### src/rtl/aes_pkg.sv
// rtl/aes_pkg.sv - shared AES types, constants and byte/word helpers
package aes_pkg;

    localparam int NR = 10;

    typedef enum logic [1:0] {
        ST_IDLE  = 2'd0,
        ST_FETCH = 2'd1,
        ST_CALC  = 2'd2
    } state_e;

    // Multiply by x in GF(2^8) modulo the AES polynomial x^8+x^4+x^3+x+1.
    function automatic logic [7:0] xtime(input logic [7:0] a);
        return {a[6:0], 1'b0} ^ (a[7] ? 8'h1b : 8'h00);
    endfunction

    function automatic logic [7:0] gmul(input logic [7:0] a, input logic [7:0] b);
        logic [7:0] acc;
        logic [7:0] aa;
        acc = 8'h00;
        aa  = a;
        for (int i = 0; i < 8; i++) begin
            if (b[i]) begin
                acc = acc ^ aa;
            end
            aa = xtime(aa);
        end
        return acc;
    endfunction

    // S-box: multiplicative inverse (x^254, zero maps to zero) followed by the affine map.
    function automatic logic [7:0] sbox(input logic [7:0] x);
        logic [7:0] p;
        logic [7:0] inv;
        p   = x;
        inv = 8'h01;
        for (int k = 1; k < 8; k++) begin
            p   = gmul(p, p);
            inv = gmul(inv, p);
        end
        return inv ^ {inv[6:0], inv[7]} ^ {inv[5:0], inv[7:6]}
                   ^ {inv[4:0], inv[7:5]} ^ {inv[3:0], inv[7:4]} ^ 8'h63;
    endfunction

    // {a0, a1, a2, a3} -> {a1, a2, a3, a0}
    function automatic logic [31:0] rot_word(input logic [31:0] w);
        return {w[23:0], w[31:24]};
    endfunction

endpackage

### src/rtl/key_expand_sub_word.sv
// rtl/key_expand_sub_word.sv - combinational SubWord, four parallel S-box lookups
module sub_word
    import aes_pkg::*;
(
    input  logic [31:0] word_i,
    output logic [31:0] word_o
);

    assign word_o = {sbox(word_i[31:24]), sbox(word_i[23:16]),
                     sbox(word_i[15:8]),  sbox(word_i[7:0])};

endmodule

### src/rtl/key_expand.sv
// rtl/key_expand.sv - AES-128 key expansion, one round key every two cycles
module key_expand #(
    parameter int NR = aes_pkg::NR
) (
    input  logic         clk,
    input  logic         rst_n,
    input  logic         start,
    input  logic [127:0] key,
    output logic [3:0]   rcon_addr,
    input  logic [31:0]  rcon_dout,
    output logic [127:0] round_key,
    output logic [3:0]   round_idx,
    output logic         rk_valid,
    output logic         last,
    output logic         busy
);

    localparam logic [3:0] LAST_PREV = 4'(NR - 1);

    aes_pkg::state_e state_q, state_d;
    logic [127:0]    round_key_q, round_key_d;
    logic [3:0]      round_idx_q, round_idx_d;
    logic [3:0]      rcon_addr_q, rcon_addr_d;
    logic            rk_valid_q, rk_valid_d;
    logic            last_q, last_d;
    logic            busy_q, busy_d;

    logic [31:0] rot_w;
    logic [31:0] sub_w;
    logic [31:0] t_w;
    logic [31:0] n0, n1, n2, n3;

    assign rot_w = aes_pkg::rot_word(round_key_q[31:0]);

    sub_word u_sub_word (
        .word_i (rot_w),
        .word_o (sub_w)
    );

    // rcon_dout is only meaningful in CALC, one cycle after FETCH presented the address.
    assign t_w = sub_w ^ rcon_dout;
    assign n0  = round_key_q[127:96] ^ t_w;
    assign n1  = round_key_q[95:64]  ^ n0;
    assign n2  = round_key_q[63:32]  ^ n1;
    assign n3  = round_key_q[31:0]   ^ n2;

    // State and output registers; reset clears everything so no stream resumes.
    always_ff @(posedge clk or negedge rst_n) begin
        if (!rst_n) begin
            state_q     <= aes_pkg::ST_IDLE;
            round_key_q <= '0;
            round_idx_q <= '0;
            rcon_addr_q <= '0;
            rk_valid_q  <= 1'b0;
            last_q      <= 1'b0;
            busy_q      <= 1'b0;
        end else begin
            state_q     <= state_d;
            round_key_q <= round_key_d;
            round_idx_q <= round_idx_d;
            rcon_addr_q <= rcon_addr_d;
            rk_valid_q  <= rk_valid_d;
            last_q      <= last_d;
            busy_q      <= busy_d;
        end
    end

    // Next-state: IDLE accepts start, FETCH waits on the ROM, CALC emits the next round key.
    always_comb begin
        state_d     = state_q;
        round_key_d = round_key_q;
        round_idx_d = round_idx_q;
        rcon_addr_d = rcon_addr_q;
        rk_valid_d  = 1'b0;
        last_d      = 1'b0;
        busy_d      = busy_q;
        case (state_q)
            aes_pkg::ST_IDLE: begin
                if (start) begin
                    round_key_d = key;
                    round_idx_d = 4'd0;
                    rk_valid_d  = 1'b1;
                    busy_d      = 1'b1;
                    rcon_addr_d = 4'd1;
                    state_d     = aes_pkg::ST_FETCH;
                end
            end
            aes_pkg::ST_FETCH: begin
                state_d = aes_pkg::ST_CALC;
            end
            aes_pkg::ST_CALC: begin
                round_key_d = {n0, n1, n2, n3};
                round_idx_d = round_idx_q + 4'd1;
                rk_valid_d  = 1'b1;
                if (round_idx_q == LAST_PREV) begin
                    last_d      = 1'b1;
                    busy_d      = 1'b0;
                    rcon_addr_d = 4'd0;
                    state_d     = aes_pkg::ST_IDLE;
                end else begin
                    rcon_addr_d = rcon_addr_q + 4'd1;
                    state_d     = aes_pkg::ST_FETCH;
                end
            end
            default: begin
                state_d = aes_pkg::ST_IDLE;
            end
        endcase
    end

    assign rcon_addr = rcon_addr_q;
    assign round_key = round_key_q;
    assign round_idx = round_idx_q;
    assign rk_valid  = rk_valid_q;
    assign last      = last_q;
    assign busy      = busy_q;

endmodule

### config.mk
export PLATFORM = sky130hd
export DESIGN_NAME = key_expand
export DESIGN_NICKNAME = d
export VERILOG_FILES = /design/src/rtl/aes_pkg.sv /design/src/rtl/key_expand_sub_word.sv /design/src/rtl/key_expand.sv
export SDC_FILE = /design/constraint.sdc
export NUM_CORES = 2
export LEC_CHECK = 0
export BUFFER_PORTS_ARGS = -buffer_cell sky130_fd_sc_hd__buf_2
export CORE_MARGIN = 3
export CORE_UTILIZATION = 45
export DETAILED_ROUTE_END_ITERATION = 16
export PLACE_DENSITY_LB_ADDON = 0.1
export SKIP_LAST_GASP = 1
export SYNTH_ARGS = -nofsm -noshare
export SYNTH_HDL_FRONTEND = slang
export SYNTH_SLANG_ARGS = --single-unit
### constraint.sdc
create_clock -name clk -period 51.5 [get_ports clk]
set_clock_uncertainty 0.1 [all_clocks]
set_input_delay 5.15 -clock clk [delete_from_list [all_inputs] [get_ports clk]]
set_output_delay 5.15 -clock clk [all_outputs]
set_load 0.05 [all_outputs]
==> flow_metrics.py <==
metrics = {
    "outcome": {
        "status": "finished clean",
    },
    "placed_design": {
        "hpwl_um": 174900,
        "dp_cells": 11040,
        "place.gp.congestion": 0.9303,
        "port_buffers": 301,
    },
    "floorplan": {
        "start_util_pct": 45.63,
        "coreArea_sq_um": 148700,
        "die_area_sq_um": 155500,
        "fp.dieH_um": 394.3,
        "die_width_um": 394.3,
        "num_io_pins": 302,
        "row_count": 141,
    },
    "clocking": {
        "ctsHoldBuffers": 0,
        "numCtsBuffers": 17,
        "h-tree-depth": 4,
        "clockBufferDepth": 2,
        "post_cts_buffers": 0,
        "cts-resized-gates": 0,
        "clkSlewWorstSetupHoldPaths_ns": 0.10,
        "cts_root_buffer": "clkbuf_16",
        "cts.sinks": 141,
        "cts_tree": "yes",
        "worstSkewPairLatency_ns": 0.56,
    },
    "route": {
        "wl_per_cell_um": 21.47,
        "drt_wl_total_um": 237700,
        "vias": 66510,
        "first_iter_violations": 6476,
        "drc": 0,
        "firstDrtPassIters": 9,
        "drtAntennaViolNets": 0,
        "viasPerCell": 6.005,
    },
    "timing": {
        "rsz0062_at_grt": "false",
        "max_slew.worst_pin.slew_ns": 1.357,
        "slew_violations": 0,
        "fin_tns_setup_ns": 0,
        "fmax_mhz": 47.86,
        "hold_violations": 0,
        "max_slew_margin_pct": 8.880,
        "finalCriticalPeriod_ns": 20.89,
        "final-setup-viol-count": 0,
        "period_share_pct": 40.57,
    },
    "critical_path": {
        "cp_common_cell": "xnor2_1",
        "required_ns": 51.83,
        "crit_path_start_kind": "register",
        "cp-end-kind": "register",
        "crit_slowest_cell": "dfrtp_1",
        "crit_fanout": 33,
        "cp.arrival_ns": 21.23,
        "cpPeakStageDelay_ns": 0.90,
        "critPathKind": "reg -> reg",
    },
    "yosys": {
        "async_reset_ff_share_pct": 100.0,
        "synth_area_sq_um": 67860,
        "yosysWarnings": 0,
        "syn_avg_cell_area_sq_um": 7.482,
        "synth_cell_types": 123,
        "synth-seq-cells": 141,
        "synth-edff-count": 0,
        "yosys_most_used_dff": "dfrtp_1",
        "yosysSeqAreaShare_pct": 5.199,
        "synth_fp_nets": 9264,
        "netlist_instances": 9070,
    },
    "global_route": {
        "antenna_found_initial": 9,
        "overflow": 0,
        "grt_max_degree": 93,
        "grt_usage_pct": 29.22,
        "grt_pass1_vias": 61990,
        "grt_first_pass_wirelength_um": 370000,
    },
    "final_layout": {
        "n_fill_cell": 14890,
        "fin_cells": 11080,
        "num-nets-final": 9246,
        "drive_gt1_share_pct": 11.53,
        "area.growth.synth_to_final_pct": 6.590,
        "seqCellArea_sq_um": 3528,
        "multi_input_area_sq_um": 61590,
    },
    "job": {
        "cap_violations": 0,
    },
    "worst_hold_path": {
        "hp-class": "reg -> reg",
    },
}
==> area by class of cell <==
class                      instances  share of cell area, %
multi-input combinational       8185                  85.14
antenna                            8                0.02768
sequential                       141                  4.878
inverter                         123                 0.6383
clock inverter                    15                 0.2335
tap                             2002                  3.463
timing repair buffer             584                  5.032
clock buffer                      17                 0.5881
==> layout by cell type, fill, tap and decap left out, types with 272 or more instances in the layout <==
| master | n |
|---|---|
| buf_4 | 283 |
| nor2_1 | 1120 |
| nor3_1 | 272 |
| xnor2_1 | 1730 |
| nand2_1 | 1035 |
| o21ai_0 | 414 |
| a21oi_1 | 453 |
| buf_2 | 300 |
| xor2_1 | 432 |
| xnor3_1 | 295 |
==> metal layers <==
layer  track usage [%]  up-vias  share of wire (%)  wire length (um)
met5                 0        -             0.0046                11
met3             4.353      298                7.9             18810
met2             47.13     2605                 45            107800
met1             40.76    32090                 44            105400
li1                  -    31510                  -                 -
met4             7.326        2                2.4              5802
==> sequential cells by signal (all words and copies together), names as in the netlist <==
signal     flops
busy           1
rk_valid       1
round_idx      4
rcon_addr      4
round_key    128
state_q        2
last           1
==> cells in the mapped netlist (63+ instances only) <==
cell	count	area, sq um
a21oi_1	453	2267
dfrtp_1	141	3528
nor3_1	272	1361
xnor3_1	295	6644
o21ai_0	415	2077
a211oi_1	101	758.2
nand2_1	1036	3889
o22ai_1	129	807.0
mux2i_1	223	2232
nand3_1	234	1171
o21ai_1	63	315.3
clkbuf_1	357	1340
a22oi_1	98	735.7
xor2_1	445	3897
inv_1	100	375.4
buf_2	154	770.7
xnor2_1	1782	15610
o211ai_1	78	585.6
nor2_1	1121	4208
xnor2_2	110	1789
a31oi_1	96	600.6
==> critical path, delay by kind of cell, from the launching register on <==
kind,cells,cell delay (ns)
multiplexers,3,0.69
XOR/XNOR,31,12.10
buffers and inverters,3,1.13
AND/OR/NAND/NOR,7,1.67
adder cells (fa/ha/maj),3,1.68
flip-flops,1,0.90
AO/OA/AOI/OAI,12,2.44
==> through the flow <==
step	setup slack (ns)	hold WS [ns]	utilization, %	instance area, sq um
after floorplan	35.01	0.3400	-	67860
after global placement	31.45	0.3913	48.22	71720
after detailed placement	30.96	0.4034	48.22	71720
after CTS	30.84	0.4283	48.62	72310
after global routing	29.08	0.4643	48.63	72320
final	30.61	0.4222	48.64	72330
==> final timing paths <==
path | from | to | slack (ns) | cells past startpoint
min reg2reg | busy$_DFFE_PN0P_ | busy$_DFFE_PN0P_ | 0.42 | 2
min in group asynchronous | rst_n | round_key[61]$_DFFE_PN0P_ | 4.61 | 1
max | round_key[31]$_DFFE_PN0P_ | round_key[38]$_DFFE_PN0P_ | 30.61 | 59
max reg2reg | round_key[31]$_DFFE_PN0P_ | round_key[38]$_DFFE_PN0P_ | 30.61 | 59
min | busy$_DFFE_PN0P_ | busy$_DFFE_PN0P_ | 0.42 | 2
max in group asynchronous | rst_n | round_key[2]$_DFFE_PN0P_ | 45.17 | 2
==> kinds of logic after synthesis <==
group / share of synthesized area, %
DFF: 5.199
xor gates and xnor gates: 45.64
AOI/OAI and AO/OA: 19.40
and+or+nand+nor: 20.22
muxes: 4.060
buffers and inverters: 4.877
adders and majority gates: 0.6011
Power is not shown: default switching activity piles up to over one toggle a cycle in this logic, so the estimate is an artifact.
